**config.mk**
```make
export PLATFORM = sky130hd
export DESIGN_NAME = dmem_arbiter
export DESIGN_NICKNAME = d
export VERILOG_FILES = /design/src/rtl/dmem_arbiter.sv
export SDC_FILE = /design/constraint.sdc
export NUM_CORES = 1
export LEC_CHECK = 0
export ABC_AREA = 1
export BUFFER_PORTS_ARGS = -buffer_cell sky130_fd_sc_hd__buf_2
export CAP_MARGIN = 40
export CORE_UTILIZATION = 47
export DETAILED_ROUTE_END_ITERATION = 16
export PLACE_DENSITY_LB_ADDON = 0.08
export RECOVER_POWER = 50
export SYNTH_ARGS = -nofsm -noshare
export SYNTH_HDL_FRONTEND = slang
export SYNTH_SLANG_ARGS = --single-unit
```
**constraint.sdc**
```tcl
create_clock -name clk -period 4.3 [get_ports clk]
set_input_delay 0.215 -clock clk [delete_from_list [all_inputs] [get_ports clk]]
set_output_delay 0.215 -clock clk [all_outputs]
set_load 0.005 [all_outputs]
```
**src/rtl/dmem_arbiter.sv**
```systemverilog
// Round-robin two-port arbiter and single-cycle access sequencer for the data memory.
// Each granted request runs IDLE -> ACCESS -> DONE, with a one-cycle ack in DONE.
module dmem_arbiter (
    input  logic        clk,
    input  logic        rst,
    input  logic        m0_req,
    input  logic        m0_we,
    input  logic [2:0]  m0_fun3,
    input  logic [7:0]  m0_addr,
    input  logic [31:0] m0_wdata,
    input  logic        m1_req,
    input  logic        m1_we,
    input  logic [2:0]  m1_fun3,
    input  logic [7:0]  m1_addr,
    input  logic [31:0] m1_wdata,
    output logic        m0_ack,
    output logic        m0_err,
    output logic [31:0] m0_rdata,
    output logic        m1_ack,
    output logic        m1_err,
    output logic [31:0] m1_rdata,
    output logic        mem_read,
    output logic        mem_write,
    output logic [2:0]  mem_fun3,
    output logic [7:0]  mem_addr,
    output logic [31:0] mem_wdata,
    input  logic [31:0] mem_rdata
);
    localparam logic [1:0] IDLE   = 2'd0;
    localparam logic [1:0] ACCESS = 2'd1;
    localparam logic [1:0] DONE   = 2'd2;

    logic [1:0]  state_reg;
    logic        ptr_reg;
    logic        slot_id_reg;
    logic        slot_we_reg;
    logic        slot_err_reg;
    logic [2:0]  slot_fun3_reg;
    logic [7:0]  slot_addr_reg;
    logic [31:0] slot_wdata_reg;
    logic [1:0][31:0] rdata_reg;

    logic [1:0]  req_vec;
    logic [1:0]  ack_vec;
    logic [1:0]  err_vec;
    logic        grant_id;
    logic        sel_we;
    logic [2:0]  sel_fun3;
    logic [7:0]  sel_addr;
    logic [31:0] sel_wdata;
    logic        access_ok;

    assign req_vec = {m1_req, m0_req};

    // Pointer only matters under contention; a lone requester always wins.
    assign grant_id  = (req_vec == 2'b11) ? ptr_reg : req_vec[1];
    assign sel_we    = grant_id ? m1_we    : m0_we;
    assign sel_fun3  = grant_id ? m1_fun3  : m0_fun3;
    assign sel_addr  = grant_id ? m1_addr  : m0_addr;
    assign sel_wdata = grant_id ? m1_wdata : m0_wdata;

    function automatic logic req_err(input logic we, input logic [2:0] fun3,
                                     input logic [7:0] addr);
        logic bad_code;
        logic overflow;
        if (we)
            bad_code = !(fun3 inside {3'b000, 3'b001, 3'b010});
        else
            bad_code = !(fun3 inside {3'b000, 3'b001, 3'b010, 3'b100, 3'b101});
        overflow = ((fun3[1:0] == 2'b01) && (addr == 8'hFF)) ||
                   ((fun3[1:0] == 2'b10) && (addr >= 8'hFD));
        return bad_code || overflow;
    endfunction

    always_ff @(posedge clk or posedge rst) begin
        if (rst) begin
            state_reg      <= IDLE;
            ptr_reg        <= 1'b0;
            slot_id_reg    <= 1'b0;
            slot_we_reg    <= 1'b0;
            slot_err_reg   <= 1'b0;
            slot_fun3_reg  <= 3'b000;
            slot_addr_reg  <= 8'h00;
            slot_wdata_reg <= 32'h0;
        end else begin
            case (state_reg)
                IDLE: begin
                    if (|req_vec) begin
                        slot_id_reg    <= grant_id;
                        slot_we_reg    <= sel_we;
                        slot_fun3_reg  <= sel_fun3;
                        slot_addr_reg  <= sel_addr;
                        slot_wdata_reg <= sel_wdata;
                        slot_err_reg   <= req_err(sel_we, sel_fun3, sel_addr);
                        state_reg      <= ACCESS;
                    end
                end
                ACCESS: state_reg <= DONE;
                DONE: begin
                    ptr_reg   <= ~slot_id_reg;
                    state_reg <= IDLE;
                end
                default: state_reg <= IDLE;
            endcase
        end
    end

    assign access_ok = (state_reg == ACCESS) && !slot_err_reg;

    always_ff @(posedge clk or posedge rst) begin
        if (rst) begin
            rdata_reg <= '0;
        end else if (access_ok && !slot_we_reg) begin
            rdata_reg[slot_id_reg] <= mem_rdata;
        end
    end

    genvar gi;
    generate
        for (gi = 0; gi < 2; gi++) begin : g_port
            assign ack_vec[gi] = (state_reg == DONE) && (slot_id_reg == 1'(gi));
            assign err_vec[gi] = ack_vec[gi] && slot_err_reg;
        end
    endgenerate

    assign m0_ack   = ack_vec[0];
    assign m1_ack   = ack_vec[1];
    assign m0_err   = err_vec[0];
    assign m1_err   = err_vec[1];
    assign m0_rdata = rdata_reg[0];
    assign m1_rdata = rdata_reg[1];

    assign mem_read  = access_ok && !slot_we_reg;
    assign mem_write = access_ok && slot_we_reg;
    assign mem_fun3  = access_ok ? slot_fun3_reg  : 3'b000;
    assign mem_addr  = access_ok ? slot_addr_reg  : 8'h00;
    assign mem_wdata = access_ok ? slot_wdata_reg : 32'h0;
endmodule

```
==> flow_summary.json, run 1 <==
{
  "vias": 5102,
  "clockBufferDepth": 2,
  "critPathRequiredTime_ns": 4.51,
  "cts_buffers": 17,
  "drc": 0,
  "cts_root_buf": "clkbuf_8",
  "slew_headroom_pct": -31.4,
  "fin_tns_setup_ns": 0,
  "avgSynthCellArea_um2": 8.21,
  "post-cts-setup-buffers": 0,
  "maxCapViolCount": 1,
  "clkTransAtPathRegs_ns": 0.06,
  "clock_latency_ns": 0.50,
  "violations": "max-capacitance violations, max-slew violations",
  "drtPass1Iterations": 6,
  "drv_slew": 38,
  "outcome": "complete, but fails checks",
  "synth_cells": 611,
  "worst_slew_pin_slew_ns": 1.97,
  "synth_area_um2": 5020,
  "rsz0062_at_grt": "no",
  "final_hold_viol_count": 0,
  "yosysTopAreaCellShare_pct": 56.3,
  "grt_usage_pct": 25.2,
  "first_iter_violations": 325,
  "synthArstFlopShare_pct": 100,
  "yosysWarnings": 0,
  "cts_tree": "done",
  "cp-startpoint": "rst",
  "pre_cts_ws_ns": 2.32,
  "ys_seq_area_share_pct": 56.3,
  "synth_nets": 735,
  "gr-total-overflow": 0,
  "reg2reg_depth": 7,
  "total_power_mw": 5.10,
  "cts_hold_buf": 65,
  "synth_top_area_cell": "dfrtp_1",
  "r2r_start": "state_reg[1]",
  "hold_path_class": "primary input to flop",
  "fin_nets": 1028,
  "fmax_ghz": 0.351,
  "boundaryPins": 237,
  "hp-start": "m1_wdata[30]",
  "slowest_delay_ns": 1.45,
  "grt_pass1_wl_um": 22200,
  "worstPathMaxFanout": 68,
  "hpwl_um": 9070,
  "wire_per_inst_um": 13.3,
  "routabilityCongestion": 0.772,
  "setup_slack_ns": 1.45,
  "postRouteAntennaNets": 0,
  "synth_ff_type": "dfrtp_1",
  "crit_path_start_kind": "primary input",
  "p_per_area_nw_per_um2": 675,
  "ir_worst_vdd_uv": 283,
  "worstSetupPathType": "primary input to asynchronous set/reset pin",
  "clock-sinks": 113,
  "core_um2": 10300,
  "die_h_um": 105,
  "cp.arrival_ns": 3.06,
  "synth_edf_count": 0,
  "cp_slowest_cell": "clkbuf_1",
  "port_buffers": 236,
  "end_kind": "asynchronous set/reset pin",
  "synth_seq_cells": 113,
  "die_x_um": 105,
  "syn_to_final_growth_pct": 50.7,
  "die-area_um2": 11100,
  "finalCriticalPeriod_ns": 2.85,
  "power.leakage_nw": 4.13,
  "cp_cell_sequence": "dlygate4sd3_1 -> clkbuf_2 -> clkinvlp_2 -> buf_16 -> clkbuf_1",
  "drive_gt1_share_pct": 26.8,
  "fin_skew_ns": 0.00940,
  "rows": 37,
  "synthDistinctLibCells": 21,
  "grt_pass1_vias": 4849,
  "start_util_pct": 48.6,
  "min_path_cells": 3,
  "antenna_found_initial": 1,
  "drt-total-wl_um": 14000,
  "grt_max_degree": 73,
  "setup-violations-final": 0,
  "synth_area_leaders": "dfrtp_1 56%, nand2_1 9.0%, inv_1 7.0%, o21ai_1 6.7%, nor2_1 6.4%",
  "cts-resized-gates": 0,
  "routed_via_density": 4.84,
  "htree_levels": 4,
  "fin_crit_sh_pct": 66.3
}
critical path, delay by kind of cell:
family                 cells  cell delay, ns
buffers and inverters      5            2.80
synthesized netlist by cell type, types with 3 or more instances:
cell type,instances
dfrtp_1,113
clkbuf_1,12
nor2_1,86
o21ai_1,67
buf_1,4
nand3_1,3
o21ai_0,43
a21oi_1,3
buf_2,18
nand2_1,120
inv_1,93
nand3b_1,7
o22ai_1,32
cell usage in the layout (no fill, tap or decap), types with 3 or more instances in the layout:
cell type / Yosys / layout
a21oi_1: 3 / 3
buf_2: 18 / 202
bufinv_16: 0 / 4
clkbuf_1: 12 / 34
clkbuf_16: 0 / 16
dfrtp_1: 113 / 113
dlygate4sd3_1: 0 / 66
inv_1: 93 / 92
inv_6: 0 / 5
nand2_1: 120 / 120
nand3_1: 3 / 3
nand3b_1: 7 / 7
nor2_1: 86 / 87
o21ai_0: 43 / 43
o21ai_1: 67 / 67
o22ai_1: 32 / 32
power breakdown:
group | switching (mW) | total, mW | internal, mW
registers | 0.264 | 1.87 | 1.61
clock network | 0.503 | 1.45 | 0.951
logic | 1.01 | 1.78 | 0.763
total | 1.78 | 5.10 | 3.32
through the flow:
| step | utilization [%] | std cells | instance area [um^2] | hold WS [ns] |
|---|---|---|---|---|
| after floorplan | - | 611 | 5020 | 0.368 |
| after global placement | 60.4 | 951 | 6240 | 0.466 |
| after detailed placement | 61.3 | 955 | 6330 | 0.132 |
| after CTS | 73.6 | 1052 | 7600 | 0.000131 |
| after global routing | 73.2 | 1054 | 7560 | 0.0103 |
| final | 73.2 | 1054 | 7560 | 0.00284 |
layout make-up:
| class | instances | area [um^2] |
|---|---|---|
| flip-flops and latches | 113 | 2830 |
| fillers | 807 | 2760 |
| repair buffers | 309 | 1910 |
| multi-input cells | 369 | 1670 |
| clock buffers | 18 | 418 |
| inverters | 94 | 354 |
| clock inverters | 14 | 201 |
| well taps | 136 | 170 |
| diodes | 1 | 2.50 |
per-layer routing:
metal  vias to the layer above  share of wire [%]  track usage, %
met3                        23                4.9            4.27
li1                       2522                  -               -
met1                      2349                 43            31.5
met5                         -                  0               0
met2                       208                 50            43.7
met4                         0                1.9            9.66
cell families (layout without fill, tap and decap cells):
logic type      after synthesis  after routing  synth area share (%)
simple gates                223            223                  18.1
compound gates              146            146                  15.4
buf+inv                     129            435                  10.2
flops                       113            113                  56.3
other cells                   0              1                     0
worst paths after layout:
path / endpoint / slack [ns]
worst max-delay path: m0_rdata[3] / 1.45
worst min-delay path: slot_wdata_reg[30] / 0.003
worst max register to register: slot_wdata_reg[16] / 1.86
worst min register to register: m1_rdata[14] / 0.49
max in group clk: slot_wdata_reg[16] / 1.86
min in group asynchronous: m1_rdata[26] / 0.28
No activity file was read; power rests on OpenSTA's default activity.
==> inputs of run 2 (changes only) <==
Clock period 4.3 ns to 3 ns, I/O delays scaled along.
==> run 2 against run 1 <==
Compared with the run above: setup slack got worse by 1.1 ns; clock skew grew 0.0037 ns; the run now ends clean; combinational power increased by 67%; final cell count increased by 3.8%; non-clock buffer count up 40; clock power is 52% higher; clock-buffer cell count increased by 5; via count rose by 5.8%; highest routed layer unchanged; cell area rose by 5.3%; critical path depth rose by 2; hold slack better by 0.019 ns.
==> flow_summary.json, run 2 (same netlist as run 1, synthesis figures left out) <==
{
  "slew_headroom_pct": 1.77,
  "clock_latency_ns": 0.51,
  "seqPwrFrac_pct": 34.2,
  "r2r_start": "state_reg[1]",
  "post-cts-setup-buffers": 0,
  "maxCapViolCount": 0,
  "intPower_mw": 5.23,
  "power.switching_mw": 2.63,
  "outcome": "finished, final reports clean",
  "rows": 37,
  "reg2reg_depth": 7,
  "first_iter_violations": 336,
  "cp.arrival_ns": 3.02,
  "end_kind": "flop",
  "core_um2": 10300,
  "drive_gt1_share_pct": 26.5,
  "r2r_slack_ns": 0.37,
  "drc": 0,
  "timing.hold.ws_ns": 0.0221,
  "antenna_found_initial": 1,
  "hold_path_class": "primary input to flop",
  "finalCriticalPeriod_ns": 2.63,
  "worst_slew_pin_slew_ns": 1.47,
  "drt-met1-wl_um": 6160,
  "final_hold_viol_count": 0,
  "r2r-end": "slot_wdata_reg[13]",
  "cp-endpoint": "slot_wdata_reg[13]",
  "ir_worst_vdd_uv": 454,
  "clockBufferDepth": 2,
  "fin_nets": 1068,
  "power.leakage_nw": 4.33,
  "start_util_pct": 48.6,
  "routed_via_density": 4.93,
  "drtPass1Iterations": 7,
  "crit_path_start_kind": "flop",
  "swShare_pct": 33.5,
  "fin_tns_setup_ns": 0,
  "min_path_cells": 5,
  "fmax_ghz": 0.381,
  "grt_max_degree": 65,
  "cts_buffers": 17,
  "setup-violations-final": 0,
  "die_x_um": 105,
  "p_comb_share_pct": 37.9,
  "cts_root_buf": "clkbuf_8",
  "routabilityCongestion": 0.772,
  "grt_pass1_vias": 5443,
  "pwr-share-clk_pct": 27.9,
  "drt-total-wl_um": 15600,
  "rsz0062_at_grt": "no",
  "port_buffers": 236,
  "cp-startpoint": "state_reg[1]",
  "worstPathMaxFanout": 48,
  "critPathRequiredTime_ns": 3.39,
  "worstSetupPathType": "flop to flop",
  "final_cell_mix": "210 x buf_2, 120 x nand2_1, 113 x dfrtp_1",
  "syn_to_final_growth_pct": 58.7,
  "top_layer": "met4",
  "met2_length_um": 8030,
  "clkTransAtPathRegs_ns": 0.05,
  "p_per_area_nw_per_um2": 988,
  "drv_slew": 0,
  "grt_usage_pct": 28.9,
  "htree_levels": 4,
  "vias": 5397,
  "nFillCells": 740,
  "boundaryPins": 237,
  "die-area_um2": 11100,
  "wire_per_inst_um": 14.3,
  "cts_tree": "done",
  "clock-sinks": 113,
  "final_common_cell": "buf_2",
  "grt_pass1_wl_um": 24800,
  "route.met3.wl_um": 792,
  "gr-total-overflow": 0,
  "fin_crit_sh_pct": 87.5,
  "postRouteAntennaNets": 0,
  "fin_skew_ns": 0.0131,
  "hpwl_um": 9370,
  "die_h_um": 105
}
run 2: cell types whose count changed in the layout (fill, tap and decap cells not counted), moves of 2 or more:
cell and change:
buf_16 -2, clkbuf_8 +4, inv_6 -5, clkbuf_1 -5, dlygate4sd3_1 +39, buf_2 +8, buf_4 +2
run 2: worst min path at each step:
| stage | from | end | slack (ns) |
|---|---|---|---|
| finish | m0_fun3[0] | slot_fun3_reg[0] | 0.02 |
| global route | m0_fun3[0] | slot_fun3_reg[0] | 0.05 |
| CTS | m0_fun3[0] | slot_fun3_reg[0] | 0.005 |
| detailed placement | rst | m0_rdata[22] | 0.13 |
| global placement | rst | m0_rdata[22] | 0.35 |
| floorplan | mem_rdata[29] | m0_rdata[29] | 0.30 |
run 2: repair_timing:
action                                  4_1_cts  5_1_grt
endpoints found under the hold margin       135        0
endpoints found under the setup margin        0       18
hold buffers                                105        0
gates resized for setup                       0        1
run 2: worst max-delay path: stages (launching register included):
cell	delay (ns)
dfrtp_1	0.36
nor2_1	0.08
o21ai_2	0.30
clkinvlp_4	0.62
buf_12	0.34
o21ai_0	0.13
o22ai_1	0.10
dlygate4sd3_1	0.56
run 2: through the flow:
stage / std cells / cell area, um^2 / utilization [%] / total power [mW] / setup slack [ns]
3_3_place_gp: 955 / 6290 / 61.0 / 5.01 / 0.685
3_5_place_dp: 956 / 6310 / 61.2 / 5.14 / 0.578
6_report: 1094 / 7960 / 77.1 / 7.87 / 0.374
5_1_grt: 1094 / 7960 / 77.1 / 8.39 / 0.156
4_1_cts: 1093 / 8020 / 77.7 / 7.86 / 0.184
2_1_floorplan: 611 / 5020 / - / 4.11 / 1.48
run 2: area by class of cell:
type | count | area (um^2) | share of cell area (%)
clock inverter | 9 | 176 | 2.22
inverter | 94 | 358 | 4.49
multi-input combinational | 369 | 1670 | 21.0
clock buffer | 23 | 477 | 5.99
antenna | 1 | 2.50 | 0.0314
sequential | 113 | 2830 | 35.5
timing repair buffer | 349 | 2280 | 28.6
tap | 136 | 170 | 2.14
run 2: power groups by stage:
stage               Clock [mW]  Sequential (mW)  Combinational, mW
detailed placement           0             2.69               2.46
finish                    2.20             2.69               2.98
floorplan                    0             2.68               1.42
CTS                       2.23             2.67               2.96
global route              2.30             2.76               3.33
global placement             0             2.65               2.36
run 2: metal layers:
layer / up-vias / track usage [%]
li1: 2591 / -
met1: 2518 / 32.2
met2: 234 / 51.6
met3: 54 / 6.18
met4: 0 / 15.2
met5: - / 0
==> inputs of run 3 (changes only) <==
Settings changed: MAX_ROUTING_LAYER set to met4.
==> run 3 against run 2 <==
Compared with the run above: power hardly changed; setup slack better by 0.012 ns; sequential power is essentially flat; critical endpoint is now slot_wdata_reg[4].
==> flow_summary.json, run 3 (same netlist as run 1, synthesis figures left out) <==
{
  "power.leakage_nw": 4.33,
  "final_area_um2": 7960,
  "outcome": "finished, final reports clean",
  "cp_slowest_cell": "clkinvlp_4",
  "cts_root_buf": "clkbuf_8",
  "routed_via_density": 4.95,
  "min_path_cells": 5,
  "start_util_pct": 48.6,
  "cp.depth": 7,
  "swShare_pct": 33.5,
  "setup-violations-final": 0,
  "critPathRequiredTime_ns": 3.40,
  "rsz0062_at_grt": "no",
  "fin_tns_setup_ns": 0,
  "final_hold_viol_count": 0,
  "crit_path_start_kind": "flop",
  "first_iter_violations": 354,
  "clkTransAtPathRegs_ns": 0.05,
  "hold_path_class": "primary input to flop",
  "die_x_um": 105,
  "timing.hold.ws_ns": 0.0212,
  "worst_slew_pin_slew_ns": 1.48,
  "intPower_mw": 5.23,
  "crit_family": "buffers and inverters",
  "hpwl_um": 9370,
  "die_h_um": 105,
  "seqPwrFrac_pct": 34.2,
  "grt_pass1_vias": 5434,
  "fin_skew_ns": 0.00880,
  "pwr-share-clk_pct": 27.9,
  "p_comb_share_pct": 37.9,
  "fmax_ghz": 0.383,
  "drive_gt1_share_pct": 26.5,
  "gr-total-overflow": 0,
  "reg2reg_depth": 7,
  "placed_cell_area_um2": 6310,
  "slew_headroom_pct": 1.65,
  "crit_buf_inv": 3,
  "clockBufferDepth": 2,
  "routabilityCongestion": 0.783,
  "core_um2": 10300,
  "total_power_mw": 7.87,
  "htree_levels": 4,
  "slowest_delay_ns": 0.61,
  "vias": 5417,
  "drtPass1Iterations": 6,
  "grt_usage_pct": 29.8,
  "boundaryPins": 237,
  "cts_buffers": 17,
  "final_cell_mix": "210 x buf_2, 120 x nand2_1, 113 x dfrtp_1",
  "fin_nets": 1068,
  "worstSetupPathType": "flop to flop",
  "antenna_found_initial": 1,
  "cts_tree": "done",
  "clock_latency_ns": 0.51,
  "grt_pass1_wl_um": 24800,
  "fin_crit_sh_pct": 87.1,
  "worstPathMaxFanout": 48,
  "p_per_area_nw_per_um2": 988,
  "final_common_cell": "buf_2",
  "grt_max_degree": 65,
  "wire_per_inst_um": 14.3,
  "rows": 37,
  "finalCriticalPeriod_ns": 2.61,
  "syn_to_final_growth_pct": 58.7,
  "end_kind": "flop",
  "cp_cell_sequence": "nor2_1 -> o21ai_2 -> clkinvlp_4 -> buf_12 -> o21ai_0 -> o22ai_1 -> dlygate4sd3_1",
  "port_buffers": 236,
  "drt-total-wl_um": 15700,
  "drc": 0,
  "power.switching_mw": 2.63,
  "die-area_um2": 11100,
  "cp.arrival_ns": 3.01,
  "drv_slew": 0,
  "ir_worst_vdd_uv": 455,
  "clock-sinks": 113,
  "maxCapViolCount": 0,
  "postRouteAntennaNets": 0
}
[run 3: cell counts in the layout (fill, tap and decap cells not counted)]
No cell type changed its count.
[run 3: worst paths after layout]
path                              start                 to  slack [ns]
hold reg to reg             m0_rdata[1]        m0_rdata[1]        0.49
min in group asynchronous           rst       m0_rdata[22]        0.20
max in group asynchronous           rst   slot_addr_reg[7]        0.71
hold / removal               m0_fun3[0]   slot_fun3_reg[0]        0.02
setup reg to reg           state_reg[1]  slot_wdata_reg[4]        0.39
setup / recovery           state_reg[1]  slot_wdata_reg[4]        0.39
[run 3: layout make-up]
type / instances / area, um^2
well taps: 136 / 170
repair buffers: 349 / 2280
clock buffers: 23 / 477
inverters: 94 / 358
clock inverters: 9 / 176
diodes: 1 / 2.50
fillers: 740 / 2360
multi-input cells: 369 / 1670
flip-flops and latches: 113 / 2830
[run 3: timing repair]
item / CTS / global route
resized for setup: 0 / 1
hold endpoints to repair: 135 / 0
setup endpoints to repair: 0 / 18
hold buffers: 105 / 0
setup buffers: 0 / 0
[run 3: routing by layer]
metal  track usage, %  part of all wire [%]  routed length [um]  up-vias
li1                 -                     -                   -     2589
met1             32.0                    39                6150     2521
met2             52.0                    51                8050      246
met3             5.01                   5.1                 796       61
met4             17.0                   4.2                 661        0
met5                -                     0                   0        -
[run 3: tightest hold or removal path: cells and delay by family]
kind / cells / cell delay [ns]
and+or+nand+nor: 2 / 0.11
AOI/OAI and AO/OA: 1 / 0.07
buffers and inverters: 2 / 0.15
[run 3: power by group through the flow]
stage                     clock [mW]  combinational (mW)  sequential [mW]
final                           2.20                2.98             2.69
after global routing            2.29                3.33             2.76
after CTS                       2.23                2.96             2.67
after detailed placement           0                2.46             2.69
after global placement             0                2.36             2.65
after floorplan                    0                1.42             2.68
[run 3: stage by stage]
| stage | setup WS (ns) | util [%] | cells |
|---|---|---|---|
| final | 0.386 | 77.1 | 1094 |
| after detailed placement | 0.578 | 61.2 | 956 |
| after floorplan | 1.48 | - | 611 |
| after global routing | 0.156 | 77.1 | 1094 |
| after global placement | 0.685 | 61.0 | 955 |
| after CTS | 0.184 | 77.7 | 1093 |
